`src/rtl/bitcount_seq.sv`:
```
// Sequential bit counter: captures a word on start, scans it L bits per cycle
// from the MSB, and reports ones, zeros or leading zeros with a done pulse.
module bitcount_seq #(
    parameter int W = 8,
    parameter int L = 1,
    localparam int CW = $clog2(W + 1)
) (
    input  logic          clk,
    input  logic          rst,
    input  logic          start,
    input  logic [1:0]    sel,
    input  logic [W-1:0]  a_in,
    output logic          busy,
    output logic          done,
    output logic [CW-1:0] cntout
);

    localparam int N  = W / L;
    localparam int KW = (N > 1) ? $clog2(N) : 1;
    localparam logic [CW-1:0] LC = CW'(L);

    typedef enum logic [1:0] {
        IDLE,
        SCAN,
        DONE
    } state_e;

    state_e        state_q, state_d;
    logic [W-1:0]  word_q,  word_d;
    logic [1:0]    mode_q,  mode_d;
    logic [CW-1:0] acc_q,   acc_d;
    logic [KW-1:0] k_q,     k_d;
    logic [CW-1:0] cnt_q,   cnt_d;

    logic [L-1:0]  chunk;
    logic [CW-1:0] pop;
    logic [CW-1:0] lz;
    logic [CW-1:0] contrib;
    logic          run;
    logic          last;

    // The word is shifted left after each chunk, so the current chunk is always the top L bits.
    always_comb begin
        chunk = word_q[W-1 -: L];
        pop   = '0;
        lz    = '0;
        run   = 1'b1;
        for (int unsigned j = 0; j < L; j++) begin
            pop = pop + CW'(chunk[j]);
            run = run & ~chunk[L-1-j];
            lz  = lz + CW'(run);
        end
        case (mode_q)
            2'b01:   contrib = LC - pop;
            2'b10:   contrib = pop;
            2'b11:   contrib = lz;
            default: contrib = '0;
        endcase
        last = (k_q == KW'(N - 1)) || ((mode_q == 2'b11) && (|chunk));
    end

    always_comb begin
        state_d = state_q;
        word_d  = word_q;
        mode_d  = mode_q;
        acc_d   = acc_q;
        k_d     = k_q;
        cnt_d   = cnt_q;
        case (state_q)
            IDLE, DONE: begin
                state_d = IDLE;
                if (start) begin
                    word_d = a_in;
                    mode_d = sel;
                    acc_d  = '0;
                    k_d    = '0;
                    if (sel == 2'b00) begin
                        state_d = DONE;
                        cnt_d   = '0;
                    end else begin
                        state_d = SCAN;
                    end
                end
            end
            SCAN: begin
                acc_d  = acc_q + contrib;
                k_d    = k_q + KW'(1);
                word_d = word_q << L;
                if (last) begin
                    cnt_d   = acc_q + contrib;
                    state_d = DONE;
                end
            end
            default: state_d = IDLE;
        endcase
    end

    always_ff @(posedge clk) begin
        if (rst) begin
            state_q <= IDLE;
            word_q  <= '0;
            mode_q  <= '0;
            acc_q   <= '0;
            k_q     <= '0;
            cnt_q   <= '0;
        end else begin
            state_q <= state_d;
            word_q  <= word_d;
            mode_q  <= mode_d;
            acc_q   <= acc_d;
            k_q     <= k_d;
            cnt_q   <= cnt_d;
        end
    end

    assign busy   = (state_q == SCAN);
    assign done   = (state_q == DONE);
    assign cntout = cnt_q;

endmodule

```
`config.mk`:
```
export PLATFORM = sky130hd
export DESIGN_NAME = bitcount_seq
export DESIGN_NICKNAME = d
export VERILOG_FILES = /design/src/rtl/bitcount_seq.sv
export SDC_FILE = /design/constraint.sdc
export NUM_CORES = 1
export LEC_CHECK = 0
export ABC_CLOCK_PERIOD_IN_PS = 3000
export CAP_MARGIN = 5
export CORE_MARGIN = 8
export CORE_UTILIZATION = 54
export CTS_CLUSTER_DIAMETER = 50
export CTS_CLUSTER_SIZE = 24
export DETAILED_ROUTE_END_ITERATION = 8
export GPL_ROUTABILITY_DRIVEN = 0
export PLACE_DENSITY = 0.82
export SLEW_MARGIN = 10
export SYNTH_ARGS = -nofsm -noshare
export SYNTH_HDL_FRONTEND = slang
export SYNTH_SLANG_ARGS = --single-unit
```
`constraint.sdc`:
```
create_clock -name clk -period 3 [get_ports clk]
set_input_delay 0.3 -clock clk [delete_from_list [all_inputs] [get_ports clk]]
set_output_delay 0.3 -clock clk [all_outputs]
set_load 0.005 [all_outputs]
```
==> results of run 1 <==
## worst paths after layout
| check | startpoint | end | slack (ps) | cells after the start |
|---|---|---|---|---|
| worst min-delay path | cntout[2]$_SDFFE_PP0P_ | cntout[2]$_SDFFE_PP0P_ | 460 | 2 |
| worst max register to register | k_q[0]$_SDFFE_PP0P_ | state_q[1]$_SDFFE_PP0P_ | 1320 | 5 |
| worst min register to register | cntout[2]$_SDFFE_PP0P_ | cntout[2]$_SDFFE_PP0P_ | 460 | 2 |
| worst max-delay path | state_q[0]$_SDFFE_PP0P_ | busy | 820 | 4 |
## logic make-up (layout without fill, tap and decap cells)
logic type               after synthesis  count (layout)
multiplexers                           2               2
buffers and inverters                 10              26
AO/OA/AOI/OAI                         26              26
AND/OR/NAND/NOR                       59              59
adder cells (fa/ha/maj)                4               4
flip-flops                            23              23
XOR/XNOR                               1               1
## layout make-up
cell class | instances | area (um2)
sequential | 23 | 460
fill | 177 | 622
clock buffer | 3 | 22.5
timing repair buffer | 20 | 195
multi-input combinational | 92 | 536
clock inverter | 1 | 5.00
tap | 27 | 33.8
inverter | 2 | 7.51
## flip-flops by register name, indices dropped and copies added (netlist names)
signal and count:
k_q 3, mode_q 2, state_q 2, acc_q 4
cntout 4, word_q 8
## power breakdown
group / total (mW) / leakage [nW] / internal (mW) / switching, mW
clock: 0.140 / 0.0177 / 0.0498 / 0.0903
combinational: 0.0909 / 0.293 / 0.0431 / 0.0478
sequential: 0.334 / 0.188 / 0.323 / 0.0116
total: 0.565 / 0.499 / 0.416 / 0.150
## cell usage in the layout, fill, tap and decap left out, drive strengths merged, types with 2 or more instances in the layout
cell type and instances:
a21oi 10, nand3 9, buf 2, mux2i 2, nand2b 3, and2b 2
ha 4, o2111ai 3, clkbuf 3, dfxtp 23, a311oi 7, o21ai 3
clkinv 2, clkdlybuf4s50 18, nand2 29, nor2 10
## stage by stage
stage          worst slack, ps  area [um2]  total power [mW]
2_1_floorplan             1420        1040             0.399
3_3_place_gp              1230        1230             0.429
3_5_place_dp              1190        1230             0.432
4_1_cts                    807        1260             0.574
5_1_grt                    677        1260             0.602
6_report                   818        1260             0.565
## layer usage
layer,GRT usage [%],routed length [um],vias to the layer above
met1,14.3,993,425
met3,3.66,93,5
met5,0,0,-
met4,7.14,34,0
li1,-,-,473
met2,22.2,1030,16
## worst max-delay path, stage by stage (launching register included)
cell and delay, ps:
dfxtp_1 440, nand2b_1 80, buf_4 210, inv_1 270, clkdlybuf4s50_1 570
## synth_stat cells, types with 2 or more instances
cell and n:
nand2_1 29, buf_2 6, nor2_1 10, mux2i_1 2, ha_1 4, dfxtp_1 23
and2b_1 2, nand2b_1 3, o2111ai_1 3, a311oi_1 7, a21oi_1 10, o21ai_1 2
nand3_1 9
==> reports/results.md, run 1 <==
| Step | Result | Reported |
|---|---|---|
| status | Outcome | complete, no violations |
| timing | Clock skew after layout | 10.6 ps |
| detailed routing | Detailed Route Iter0 Violations | 4 |
| floorplanning | Top-Level Pins | 19 |
| floorplanning | Floorplan die width | 59.9 um |
| timing | Slew @ Worst Pin | 642 ps |
| detailed routing | Total via count after detailed routing | 919 |
| worst setup path | Setup crit start kind | flop |
| job | Number of maximum-capacitance violations | 0 |
| floorplanning | Overall die area | 3590 um2 |
| floorplanning | Initial cell density of the core | 55.3% |
| yosys | Unique cell type count in the Yosys netlist | 28 |
| cts | Max clock buf depth | 2 |
| yosys | Synth top area share | 44.2% |
| detailed routing | Number of nets with antenna violations after routing | 0 |
| cts | CTS buffer count | 3 |
| cts | Clock insertion delay at the later pin of the skew report | 310 ps |
| detailed routing | Post-DR wirelength/cell | 12.8 um |
| yosys | Largest family of logic cells by synthesized area | simple AND/OR/NAND/NOR gates |
| timing | Peak clock frequency supported by timing | 0.458 GHz |
| global routing | Number of global-route vias before repair | 902 |
| cts | Number of clock sinks seen by CTS | 23 |
| timing | Worst Hold Margin | 464 ps |
| worst setup path | Critical path required time | 2700 ps |
| timing | Setup repair after global routing missed its margin | false |
| worst setup path | Arrival @ worst endpoint | 1880 ps |
| yosys | Number of flip-flops and latches in the synthesized netlist | 23 |
| floorplanning | Core Area | 1880 um2 |
| timing | Final TNS setup | 0 ps |
| worst hold path | Worst min-delay path class | reg -> reg |
| yosys | Parity-gate share of the synthesized area counting xor and xnor cells | 0.841% |
| yosys | Post-Syn Area | 1040 um2 |
| yosys | Post-Syn Nets | 142 |
| timing | Final slew viol count | 0 |
| placed design | Number of instances in the placed design | 164 |
| power | Power density over the cells | 449 nW/um2 |
| cts | CTS tree | yes |
| detailed routing | DRT Wirelength | 2.15 mm |
| timing | Final Hold Fails | 0 |
| timing | Final worst path period share | 72.7% |
| global routing | Overflow left after global routing | 0 |
| power | Leakage | 0.499 nW |
| timing | Remaining max-slew budget at the tightest pin | 57.2% |
| yosys | Yosys Warn Count | 0 |
| detailed routing | Pre-Repair DR Iteration Count | 4 |
| cells and area | Antenna diode instance count | 0 |
| floorplanning | Number of placement rows | 16 |
| global routing | Number of antenna violations at the first check in global routing | 0 |
| yosys | Share of synthesized area spent on multiplexers | 1.92% |
| cts | Post-CTS setup-driven buffer insertion count | 0 |
| yosys | EDFF count, synth | 0 |
| worst setup path | Capturing element type of the critical path | primary output |
| worst setup path | Maximum net fanout on the critical path | 23 |
| power | IR drop worst, VDD | 0.000277 V |
| placed design | Final HPWL from detailed placement | 1.58 mm |
| detailed routing | Post-route DRC | 0 |
| global routing | Total GRT Usage | 13.1% |
| yosys | Compound-Gate Fraction of Synth Area | 17.5% |
| yosys | Proportion of synthesized chip area in sequential cells | 44.2% |
| yosys | Cell types occupying the most area after synthesis | dfxtp_1 44%, nand2_1 10%, a311oi_1 5.9% |
| timing | Min Tclk post-route | 2180 ps |
| cts | Clock slew at reported path FFs | 130 ps |
| floorplanning | DIE HEIGHT | 59.9 um |
| cells and area | Fraction of layout cells with a size suffix above 1 | 6.38% |
| yosys | Gate count of the mapped netlist | 125 |
| cts | H-tree level count | 1 |
| placed design | Input/output buffers | 18 |
| cells and area | Number of cells in the finished layout apart from fillers | 168 |
| yosys | Share of flip-flops with an asynchronous set or reset | 0% |
| yosys | Library cell with the largest summed area after synthesis | dfxtp_1 |
| worst setup path | Class of the most critical setup path | reg -> out |
| cts | Clock root cell | clkbuf_4 |
| cts | CTS hold repair buffers | 0 |
| detailed routing | Via/cell ratio | 5.47 |
| timing | Finish-stage setup viols | 0 |
| yosys | Share of synthesized cell area in and, or, nand and nor gates | 26.3% |
| cells and area | Syn-to-layout area delta | 21.0% |
| cells and area | Utilization after layout | 67.0% |
| global routing | Maximum number of pins on one net before global-route repair | 24 |
| cells and area | # nets final | 159 |
| yosys | Predominant post-synthesis flop cell | dfxtp_1 |
| global routing | Wire length of the first global-routing pass | 3.67 mm |
| cts | Count of cells resized by post-cts repair | 0 |
| yosys | Synthesized area per cell | 8.33 um2 |
| yosys | Fraction of the mapped netlist area in adder cells | 4.81% |
No activity file was read; power rests on OpenSTA's default activity.
==> inputs of run 2 (changes only) <==
Settings changed: ABC_CLOCK_PERIOD_IN_PS 3000 to 2000, CORE_UTILIZATION 54 to 45, PLACE_DENSITY 0.82 to 0.73.
Clock period 3 ns to 2 ns, I/O delays scaled along.
==> run 2 against run 1 <==
- sequential power increased by 50%
- die area rose by 14%
- hold slack got worse by 30 ps
- flip-flop and latch count stayed put
- sequential share of layout area is 0.64 points lower
- power grew 52%
- core utilization fell by 8.4 points
- via count is 3.8% higher
- count of clock-buffer cells in the layout rose by 1
- global-route usage shrank 1.7 points
- routed wire length grew 7.9%
- critical endpoint unchanged
==> reports/results.md, run 2 (same netlist as run 1, synthesis figures left out) <==
| Step | Result | Reported | Change |
|---|---|---|---|
| cts | CTS buffer count | 3 | unchanged |
| worst setup path | Crit path largest cell delay | 500 ps | -70 ps |
| job | Number of maximum-capacitance violations | 0 | unchanged |
| timing | Peak clock frequency supported by timing | 0.591 GHz |  |
| timing | Final Hold Fails | 0 | unchanged |
| cts | Number of clock sinks seen by CTS | 23 | unchanged |
| detailed routing | Routed metal-1 wire length | 949 um | -4.4% |
| global routing | Wire length of the first global-routing pass | 3.83 mm | +4.3% |
| detailed routing | DRT Wirelength | 2.32 mm | +7.9% |
| detailed routing | Via/cell ratio | 5.55 | +1.4% |
| cells and area | Most frequent standard cell in the layout excluding fill and tap cells | nand2_1 |  |
| floorplanning | Top-Level Pins | 19 | unchanged |
| cells and area | Fraction of layout cells with a size suffix above 1 | 7.64% | +1.3 points |
| cells and area | FILL cells | 202 | +14% |
| cells and area | # nets final | 162 | +1.9% |
| detailed routing | Top routing layer in use | met4 |  |
| cts | Count of cells resized by post-cts repair | 0 | unchanged |
| timing | Finish-stage setup viols | 0 | unchanged |
| floorplanning | Floorplan die width | 64.1 um | +7.0% |
| status | Outcome | complete, no violations |  |
| worst setup path | Maximum net fanout on the critical path | 8 | -65% |
| cts | CTS tree | yes |  |
| floorplanning | Number of placement rows | 17 | +1 |
| power | IR drop worst, VDD | 0.000458 V | +65% |
| timing | Setup repair after global routing missed its margin | false |  |
| worst setup path | Arrival @ worst endpoint | 1490 ps | -390 ps |
| cts | Clock root cell | clkbuf_4 |  |
| power | Power density over the cells | 671 nW/um2 | +50% |
| worst setup path | Capturing element type of the critical path | primary output |  |
| power | Leakage | 0.511 nW | +2.4% |
| timing | Remaining max-slew budget at the tightest pin | 78.8% | +22 points |
| timing | Clock skew after layout | 2.79 ps | -7.84 ps |
| timing | Min Tclk post-route | 1690 ps |  |
| detailed routing | WL met3 | 144 um | +55% |
| cells and area | Flip-flop count of the largest register after layout | 8 | unchanged |
| global routing | Overflow left after global routing | 0 | unchanged |
| worst setup path | Critical path, cell by cell | nand2b_1 > inv_1 > clkdlybuf4s50_1 |  |
| cts | Clock insertion delay at the later pin of the skew report | 310 ps | about the same |
| floorplanning | Core Area | 2190 um2 | +16% |
| cts | Max clock buf depth | 2 | unchanged |
| detailed routing | Post-route DRC | 0 | unchanged |
| placed design | Post-detailed-placement cell area | 1260 um2 | +1.9% |
| worst setup path | Setup crit start kind | flop |  |
| detailed routing | Total via count after detailed routing | 954 | +3.8% |
| cells and area | Sequential cell area | 460 um2 | unchanged |
| placed design | Final HPWL from detailed placement | 1.72 mm | +8.4% |
| timing | Worst Hold Margin | 434 ps | -30.5 ps |
| detailed routing | Pre-Repair DR Iteration Count | 4 | unchanged |
| cells and area | Register with the highest flop count | word_q |  |
| detailed routing | Detail Route met2 WL | 1.16 mm | +13% |
| cts | Post-CTS setup-driven buffer insertion count | 0 | unchanged |
| cts | H-tree level count | 1 | unchanged |
| cts | Clock slew at reported path FFs | 120 ps | about the same |
| cells and area | Area of the multi-input gates | 536 um2 | unchanged |
| placed design | Input/output buffers | 18 | unchanged |
| detailed routing | Detailed Route Iter0 Violations | 22 | +18 |
| cts | CTS hold repair buffers | 0 | unchanged |
| cells and area | Top library cells by usage in the layout, fill and taps aside | 29 x nand2_1, 23 x dfxtp_1, 18 x clkdlybuf4s50_1 |  |
| cells and area | Post-route cell area | 1280 um2 | +1.8% |
| timing | Final TNS setup | 0 ps | unchanged |
| worst setup path | Class of the most critical setup path | reg -> out |  |
| worst setup path | Critical path required time | 1800 ps | -900 ps |
| cells and area | Syn-to-layout area delta | 23.2% |  |
| cells and area | Utilization after layout | 58.5% | -8.4 points |
| global routing | Maximum number of pins on one net before global-route repair | 23 | -4.2% |
| timing | Final worst path period share | 84.6% |  |
| floorplanning | DIE HEIGHT | 64.1 um | +7.0% |
| global routing | Number of antenna violations at the first check in global routing | 0 | unchanged |
| timing | Slew @ Worst Pin | 313 ps | -329 ps |
| floorplanning | Initial cell density of the core | 47.5% | -7.8 points |
| floorplanning | Overall die area | 4110 um2 | +14% |
| timing | Final slew viol count | 0 | unchanged |
| cells and area | Antenna diode instance count | 0 | unchanged |
| worst setup path | CP max-delay cell | clkdlybuf4s50_1 |  |
| detailed routing | Post-DR wirelength/cell | 13.5 um | +5.3% |
| detailed routing | Number of nets with antenna violations after routing | 0 | unchanged |
| global routing | Number of global-route vias before repair | 948 | +5.1% |
| worst hold path | Worst min-delay path class | in -> reg |  |
| global routing | Total GRT Usage | 11.3% | -1.7 points |
## run 2: worst paths after layout
path | from | end | slack, ps | depth (start not counted)
worst max-delay path | state_q[0]$_SDFFE_PP0P_ | busy | 310 | 3
worst min-delay path | a_in[0] | word_q[0]$_SDFFE_PP0P_ | 430 | 3
worst max register to register | k_q[0]$_SDFFE_PP0P_ | state_q[1]$_SDFFE_PP0P_ | 350 | 5
worst min register to register | cntout[0]$_SDFFE_PP0P_ | cntout[0]$_SDFFE_PP0P_ | 470 | 2
## run 2: metal layers
layer | vias up | track usage (%)
met5 | - | 0
met4 | 0 | 6.27
met3 | 9 | 3.48
met2 | 28 | 21.0
met1 | 440 | 11.0
li1 | 477 | -
## run 2: metrics by stage
step	setup slack [ps]	instances	total power, mW
global placement	400	168	0.652
global route	229	172	0.900
floorplan	425	125	0.599
CTS	308	172	0.870
finish	307	172	0.861
detailed placement	363	168	0.658
## run 2: power breakdown
group	switching [mW]	total, mW	internal (mW)
sequential	0.0170	0.501	0.484
clock	0.135	0.213	0.0779
combinational	0.0754	0.147	0.0715
## run 2: worst max-delay path, delay by kind of cell (launching register included)
family                 cells  cell delay, ps
buffers and inverters      2             590
and+or+nand+nor            1             130
DFF                        1             460
## run 2: final cells by class
cell class              count  area share, %
clock buffers               4           2.05
inverters                   2          0.585
multi-input cells          92           41.8
flip-flops and latches     23           35.9
well taps                  28           2.73
repair buffers             23           17.0
